--- src/rtl/axi_switch_pkg.sv ---
// Shared types and helpers for the axi_switch per-slave arbiters.
// Helper functions work on MAX_M-wide vectors; callers cast to their own width.
package axi_switch_pkg;

   localparam int unsigned MAX_M     = 32;
   localparam int unsigned MAX_LOG_M = 5;

   typedef enum logic [1:0] {
      IDLE = 2'd0,
      ADDR = 2'd1,
      DATA = 2'd2
   } wr_arb_state_t;

   // One-hot grant for the first set bit at or above ptr, wrapping modulo m (ptr < m).
   function automatic logic [MAX_M-1:0] rr_pick(input logic [MAX_M-1:0]     req,
                                                input logic [MAX_LOG_M-1:0] ptr,
                                                input int unsigned          m);
      logic [MAX_M-1:0] gnt;
      logic             found;
      int unsigned      idx;
      gnt   = '0;
      found = 1'b0;
      for (int unsigned i = 0; i < MAX_M; i++) begin
         idx = 32'(ptr) + i;
         if (idx >= m) idx = idx - m;
         if (i < m && !found && req[idx[MAX_LOG_M-1:0]]) begin
            gnt[idx[MAX_LOG_M-1:0]] = 1'b1;
            found                   = 1'b1;
         end
      end
      return gnt;
   endfunction

   function automatic logic [MAX_LOG_M-1:0] onehot2bin(input logic [MAX_M-1:0] oh);
      logic [MAX_LOG_M-1:0] bin;
      bin = '0;
      for (int unsigned i = 0; i < MAX_M; i++) begin
         if (oh[i]) bin = bin | MAX_LOG_M'(i);
      end
      return bin;
   endfunction

endpackage

--- src/rtl/axi_wr_slave_arbiter_if.sv ---
// Control bundle between a slave port's write-path glue and its arbiter.
interface axi_wr_slave_arbiter_if #(
   parameter int unsigned M       = 4,
   parameter int unsigned B_DEPTH = 4
);
   localparam int unsigned LOG_M = $clog2(M);
   localparam int unsigned CW    = $clog2(B_DEPTH + 1);

   logic [M-1:0]     aw_req;
   logic             aw_hs;
   logic             w_hs;
   logic             w_last;
   logic             b_hs;
   logic [M-1:0]     aw_gnt;
   logic [LOG_M-1:0] aw_sel;
   logic             aw_gnt_valid;
   logic [LOG_M-1:0] w_sel;
   logic             w_active;
   logic [LOG_M-1:0] b_sel;
   logic             b_valid;
   logic [CW-1:0]    outstanding;

   modport slave (
      input  aw_req, aw_hs, w_hs, w_last, b_hs,
      output aw_gnt, aw_sel, aw_gnt_valid, w_sel, w_active, b_sel, b_valid, outstanding
   );

   modport master (
      output aw_req, aw_hs, w_hs, w_last, b_hs,
      input  aw_gnt, aw_sel, aw_gnt_valid, w_sel, w_active, b_sel, b_valid, outstanding
   );
endinterface

--- src/rtl/axi_idx_fifo.sv ---
// Synchronous index FIFO with occupancy count; head reads as zero when empty.
module axi_idx_fifo #(
   parameter int unsigned W     = 2,
   parameter int unsigned DEPTH = 4
) (
   input  logic                       clk,
   input  logic                       rstn,
   input  logic                       push,
   input  logic [W-1:0]               din,
   input  logic                       pop,
   output logic [W-1:0]               dout,
   output logic                       empty,
   output logic                       full,
   output logic [$clog2(DEPTH+1)-1:0] count
);
   localparam int unsigned AW = (DEPTH > 1) ? $clog2(DEPTH) : 1;
   localparam int unsigned CW = $clog2(DEPTH + 1);

   logic [W-1:0]  mem [DEPTH];
   logic [AW-1:0] rd_ptr;
   logic [AW-1:0] wr_ptr;
   logic [CW-1:0] cnt;
   logic          do_push;
   logic          do_pop;

   assign empty   = (cnt == '0);
   assign full    = (cnt == CW'(DEPTH));
   assign do_pop  = pop && !empty;
   assign do_push = push && !full;
   assign dout    = empty ? '0 : mem[rd_ptr];
   assign count   = cnt;

   always_ff @(posedge clk or negedge rstn) begin
      if (!rstn) begin
         rd_ptr <= '0;
         wr_ptr <= '0;
         cnt    <= '0;
      end else begin
         if (do_push) wr_ptr <= (wr_ptr == AW'(DEPTH - 1)) ? '0 : wr_ptr + AW'(1);
         if (do_pop)  rd_ptr <= (rd_ptr == AW'(DEPTH - 1)) ? '0 : rd_ptr + AW'(1);
         cnt <= cnt + CW'(do_push) - CW'(do_pop);
      end
   end

   // Storage needs no reset; the head is masked while empty.
   always_ff @(posedge clk) begin
      if (do_push) mem[wr_ptr] <= din;
   end
endmodule

--- src/rtl/axi_wr_slave_arbiter.sv ---
// Per-slave write arbiter: round-robin AW grant, W lock until WLAST,
// and in-order B routing through a queue of accepted master indices.
module axi_wr_slave_arbiter
   import axi_switch_pkg::*;
#(
   parameter int unsigned M       = 4,
   parameter int unsigned B_DEPTH = 4
) (
   input logic                    clk,
   input logic                    rstn,
   axi_wr_slave_arbiter_if.slave  bus
);
   localparam int unsigned LOG_M = $clog2(M);

   wr_arb_state_t    state, state_n;
   logic [M-1:0]     gnt_q, gnt_n;
   logic [LOG_M-1:0] sel_q, sel_n;
   logic [LOG_M-1:0] wsel_q, wsel_n;
   logic [LOG_M-1:0] rr_q, rr_n;
   logic             gv_q, wa_q;
   logic             fifo_push;
   logic             fifo_full;
   logic             fifo_empty;

   always_ff @(posedge clk or negedge rstn) begin
      if (!rstn) begin
         state  <= IDLE;
         gnt_q  <= '0;
         sel_q  <= '0;
         wsel_q <= '0;
         rr_q   <= '0;
         gv_q   <= 1'b0;
         wa_q   <= 1'b0;
      end else begin
         state  <= state_n;
         gnt_q  <= gnt_n;
         sel_q  <= sel_n;
         wsel_q <= wsel_n;
         rr_q   <= rr_n;
         gv_q   <= (state_n == ADDR);
         wa_q   <= (state_n == DATA);
      end
   end

   // A new grant needs a free B slot so the push in ADDR can never overflow.
   always_comb begin
      state_n   = state;
      gnt_n     = gnt_q;
      sel_n     = sel_q;
      wsel_n    = wsel_q;
      rr_n      = rr_q;
      fifo_push = 1'b0;
      unique case (state)
         IDLE: begin
            if ((|bus.aw_req) && !fifo_full) begin
               gnt_n   = M'(rr_pick(MAX_M'(bus.aw_req), MAX_LOG_M'(rr_q), M));
               sel_n   = LOG_M'(onehot2bin(MAX_M'(gnt_n)));
               state_n = ADDR;
            end
         end
         ADDR: begin
            if (bus.aw_hs) begin
               fifo_push = 1'b1;
               wsel_n    = sel_q;
               gnt_n     = '0;
               state_n   = DATA;
            end
         end
         DATA: begin
            if (bus.w_hs && bus.w_last) begin
               rr_n    = (wsel_q == LOG_M'(M - 1)) ? '0 : wsel_q + LOG_M'(1);
               state_n = IDLE;
            end
         end
         default: state_n = IDLE;
      endcase
   end

   axi_idx_fifo #(
      .W     (LOG_M),
      .DEPTH (B_DEPTH)
   ) u_b_fifo (
      .clk   (clk),
      .rstn  (rstn),
      .push  (fifo_push),
      .din   (sel_q),
      .pop   (bus.b_hs),
      .dout  (bus.b_sel),
      .empty (fifo_empty),
      .full  (fifo_full),
      .count (bus.outstanding)
   );

   assign bus.aw_gnt       = gnt_q;
   assign bus.aw_sel       = sel_q;
   assign bus.aw_gnt_valid = gv_q;
   assign bus.w_sel        = wsel_q;
   assign bus.w_active     = wa_q;
   assign bus.b_valid      = !fifo_empty;
endmodule

--- src/flat_wrapper.sv ---
// flat-port wrapper written by rule: the top's interface ports become plain ports
module axi_wr_slave_arbiter_flat import axi_switch_pkg::*;
#(
   parameter int unsigned M       = 4,
   parameter int unsigned B_DEPTH = 4
)
  (clk, rstn, bus_aw_req, bus_aw_hs, bus_w_hs, bus_w_last, bus_b_hs, bus_aw_gnt, bus_aw_sel, bus_aw_gnt_valid, bus_w_sel, bus_w_active, bus_b_sel, bus_b_valid, bus_outstanding);
  axi_wr_slave_arbiter_if #(.M(M), .B_DEPTH(B_DEPTH)) bus_i ();
  input logic clk;
  input logic rstn;
  input wire logic [$bits(bus_i.aw_req)-1:0] bus_aw_req;
  input wire logic [$bits(bus_i.aw_hs)-1:0] bus_aw_hs;
  input wire logic [$bits(bus_i.w_hs)-1:0] bus_w_hs;
  input wire logic [$bits(bus_i.w_last)-1:0] bus_w_last;
  input wire logic [$bits(bus_i.b_hs)-1:0] bus_b_hs;
  output wire logic [$bits(bus_i.aw_gnt)-1:0] bus_aw_gnt;
  output wire logic [$bits(bus_i.aw_sel)-1:0] bus_aw_sel;
  output wire logic [$bits(bus_i.aw_gnt_valid)-1:0] bus_aw_gnt_valid;
  output wire logic [$bits(bus_i.w_sel)-1:0] bus_w_sel;
  output wire logic [$bits(bus_i.w_active)-1:0] bus_w_active;
  output wire logic [$bits(bus_i.b_sel)-1:0] bus_b_sel;
  output wire logic [$bits(bus_i.b_valid)-1:0] bus_b_valid;
  output wire logic [$bits(bus_i.outstanding)-1:0] bus_outstanding;
  assign bus_i.aw_req = bus_aw_req;
  assign bus_i.aw_hs = bus_aw_hs;
  assign bus_i.w_hs = bus_w_hs;
  assign bus_i.w_last = bus_w_last;
  assign bus_i.b_hs = bus_b_hs;
  assign bus_aw_gnt = bus_i.aw_gnt;
  assign bus_aw_sel = bus_i.aw_sel;
  assign bus_aw_gnt_valid = bus_i.aw_gnt_valid;
  assign bus_w_sel = bus_i.w_sel;
  assign bus_w_active = bus_i.w_active;
  assign bus_b_sel = bus_i.b_sel;
  assign bus_b_valid = bus_i.b_valid;
  assign bus_outstanding = bus_i.outstanding;
  axi_wr_slave_arbiter #(.M(M), .B_DEPTH(B_DEPTH)) u_core (.clk(clk), .rstn(rstn), .bus(bus_i));
endmodule
--- config.mk ---
export PLATFORM = sky130hd
export DESIGN_NAME = axi_wr_slave_arbiter_flat
export DESIGN_NICKNAME = d
export VERILOG_FILES = /design/src/rtl/axi_switch_pkg.sv /design/src/rtl/axi_wr_slave_arbiter_if.sv /design/src/rtl/axi_idx_fifo.sv /design/src/rtl/axi_wr_slave_arbiter.sv /design/src/flat_wrapper.sv
export SDC_FILE = /design/constraint.sdc
export NUM_CORES = 1
export LEC_CHECK = 0
export BUFFER_PORTS_ARGS = -buffer_cell sky130_fd_sc_hd__buf_2
export CAP_MARGIN = 5
export CORE_ASPECT_RATIO = 1.75
export CORE_UTILIZATION = 45
export CTS_CLUSTER_SIZE = 20
export DETAILED_ROUTE_END_ITERATION = 10
export GPL_ROUTABILITY_DRIVEN = 0
export PLACE_DENSITY = 0.72
export SLEW_MARGIN = 10
export SYNTH_ARGS = -nofsm -noshare
export SYNTH_HDL_FRONTEND = slang
export SYNTH_SLANG_ARGS = --single-unit
export TNS_END_PERCENT = 100
--- constraint.sdc ---
create_clock -name clk -period 5.6 [get_ports clk]
set_clock_uncertainty 0.05 [all_clocks]
set_input_delay 1.12 -clock clk [delete_from_list [all_inputs] [get_ports clk]]
set_output_delay 1.12 -clock clk [all_outputs]
set_load 0.02 [all_outputs]
==> impl_metrics.ini <==
[drt]
via_per_inst = 5.383
wl_microns = 3383
drcViolationCount = 0
vias = 1222
initialDrtViolationCount = 24
first_pass_iters = 4
wl_per_cell_microns = 14.90
ant_nets = 0

[yosys]
synthCells = 150
synth_edf_count = 8
avgSynthCellArea_sq_um = 11.29
async_flop_share = 0.7241
ys_warn_count = 0
syn_nets = 177
synth-seq-cells = 29
seq_area_frac_synth = 0.4520
synthTopCellsByArea = dfrtp_1 31%, edfxtp_1 14%, ha_1 12%, mux2_2 4.7%, a21oi_1 2.7%
synthFlopType = dfrtp_1
synth_top_area_cell = dfrtp_1
synth.distinct_cells = 44
yosysTopAreaCellShare = 0.3102
synth_area_sq_um = 1694

[timing]
tightestPinTransition_ps = 603.0
hold_viol = 0
fmax_mhz = 327.6
period_needed_ps = 3053
min_period_over_period = 0.5451
slew_violations = 0
rsz0062_at_grt = no
setup_viol = 0
relSlewSlack = 0.5943
timing.setup.tns_ps = 0

[global_route]
grtUsageTotal = 0.1875
grt_max_degree = 22
antenna_found_initial = 0
grt_pass1_wl_microns = 5595
grt_pass1_vias = 1248
overflow = 0

[clock_tree]
cts_tree = yes
clockBufferDepth = 2
post_cts_buffers = 0
ctsHoldBuffers = 0
tritoncts.num_buffers = 5
cts-root-buf = clkbuf_8
cts_num_sinks = 29
clock_latency_ps = 280
cts_resized = 0
htreeDepth = 2
clk_pin_slew_worst_paths_ps = 60

[setup_path]
end_kind = flop
critical_path_class = input pin to flop
required_ps = 5760
worst-path-max-fanout = 9
start_kind = input pin
arrival_ps = 3210

[pwr]
power.density_nw_per_um2 = 640.8
power.leakage_nw = 0.8701
p_seq_frac = 0.330
power_frac_comb = 0.543
pwr-share-clk = 0.127
switching_power_w = 0.0005566
power.internal_w = 0.0006878
swShare = 0.4473
ir_drop_v = 0.0002915

[cells_and_area]
drive_above_1_share = 0.2541
antenna_cells = 0
final_util = 0.5352
area_delta_synth_final_pct = 14.62
finalInstanceArea_sq_um = 1942
n_fill_cell = 328
nNetsFinal = 207

[floorplan]
initial_utilization = 0.4669
core_sq_um = 3628
die_area_sq_um = 4024
die_h_microns = 83.17
die_w_microns = 48.38
num_rows = 29
io_pins = 26

[place]
placed_area_sq_um = 1861
dp_hpwl_microns = 2703
port-buffer-count = 25

[hold_path]
min_path_type = flop to flop

[run_status]
status = finished clean

[flow_run]
cap_violations = 0
==> power groups by stage <==
stage | registers (W) | logic, W | clock network [W]
after floorplan | 0.000436 | 0.000478 | 0
after global placement | 0.000407 | 0.000650 | 0
after detailed placement | 0.000415 | 0.000676 | 0
after CTS | 0.000411 | 0.000679 | 0.000162
after global routing | 0.000426 | 0.000749 | 0.000172
final | 0.000410 | 0.000676 | 0.000158
==> flip-flops by register name, indices dropped and copies added, names as in the netlist <==
register,flops
u_core.bus.aw_gnt,4
u_core.u_b_fifo.rd_ptr,2
u_core.bus.w_sel,2
u_core.state,2
u_core.bus.aw_sel,2
u_core.u_b_fifo.wr_ptr,2
u_core.bus.w_active,1
u_core.u_b_fifo.count,3
u_core.u_b_fifo.mem,8
u_core.bus.aw_gnt_valid,1
u_core.rr_q,2
==> cell usage in the layout, fill, tap and decap left out, types with 6 or more instances in the layout <==
| master | Yosys | routed |
|---|---|---|
| ha_1 | 16 | 16 |
| nand2_1 | 9 | 9 |
| inv_1 | 10 | 10 |
| nor2_1 | 8 | 8 |
| and2_1 | 6 | 6 |
| nor3_1 | 7 | 7 |
| buf_2 | 1 | 25 |
| dfrtp_1 | 21 | 21 |
| mux2_2 | 7 | 7 |
| edfxtp_1 | 8 | 8 |
| a21oi_1 | 9 | 9 |
==> layer usage <==
metal  GRT usage  routed length, microns  share of wire
met1      0.1783                    1169           0.35
met2      0.3598                    2058           0.61
met3     0.03297                      87          0.026
met4      0.1096                      68          0.020
met5           0                       0              0
==> synth_stat cells (4+ instances only) <==
cell type	number
a21oi_1	9
and2_1	6
dfrtp_1	21
edfxtp_1	8
ha_1	16
inv_1	10
mux2_2	7
mux2i_1	4
nand2_1	9
nor2_1	8
nor3_1	7
o21ai_0	5
==> cell families after synthesis <==
| group | Yosys count | share of synthesized area |
|---|---|---|
| AO/OA/AOI/OAI | 32 | 0.1278 |
| buffers and inverters | 13 | 0.03397 |
| XOR/XNOR | 2 | 0.01034 |
| AND/OR/NAND/NOR | 42 | 0.1270 |
| multiplexers | 15 | 0.1189 |
| adder cells (fa/ha/maj) | 17 | 0.1300 |
| flip-flops | 29 | 0.4520 |
==> through the flow <==
step	hold slack, ps	setup slack (ps)	total power [W]	instances
after floorplan	476.6	2619	0.0009141	150
after global placement	482.9	2355	0.001057	219
after detailed placement	461.9	2234	0.001091	219
after CTS	474.4	2516	0.001253	227
after global routing	520.0	2327	0.001347	227
final	471.6	2547	0.001244	227
==> cell type report <==
type,count,area (sq um),area share
Multi-Input combinational cell,108,870.8,0.4485
Sequential cell,29,765.7,0.3943
Timing Repair Buffer,25,125.1,0.06443
Clock buffer,5,68.82,0.03544
Clock inverter,3,12.51,0.006443
Inverter,11,41.29,0.02126
Tap cell,46,57.56,0.02964
==> critical path: stages <==
cell	delay, ps
buf_2	90
nand3b_1	260
nor2_1	410
inv_1	110
ha_1	290
inv_1	40
ha_1	180
fa_1	380
xnor2_1	190
xnor2_1	140
==> final timing paths <==
path,slack (ps),end,cells after the start,start
min in group asynchronous,730,u_core.u_b_fifo.rd_ptr[0],1,rstn
worst min register to register,470,u_core.bus.aw_gnt[3],2,u_core.bus.aw_gnt[3]
worst max register to register,2860,u_core.bus.aw_sel[0],8,u_core.rr_q[0]
max in group asynchronous,4440,u_core.bus.aw_gnt[1],1,rstn
worst max-delay path,2550,u_core.u_b_fifo.count[2],10,bus_aw_hs
worst min-delay path,470,u_core.bus.aw_gnt[3],2,u_core.bus.aw_gnt[3]
Note: power is estimated with default switching activity, not from simulation.
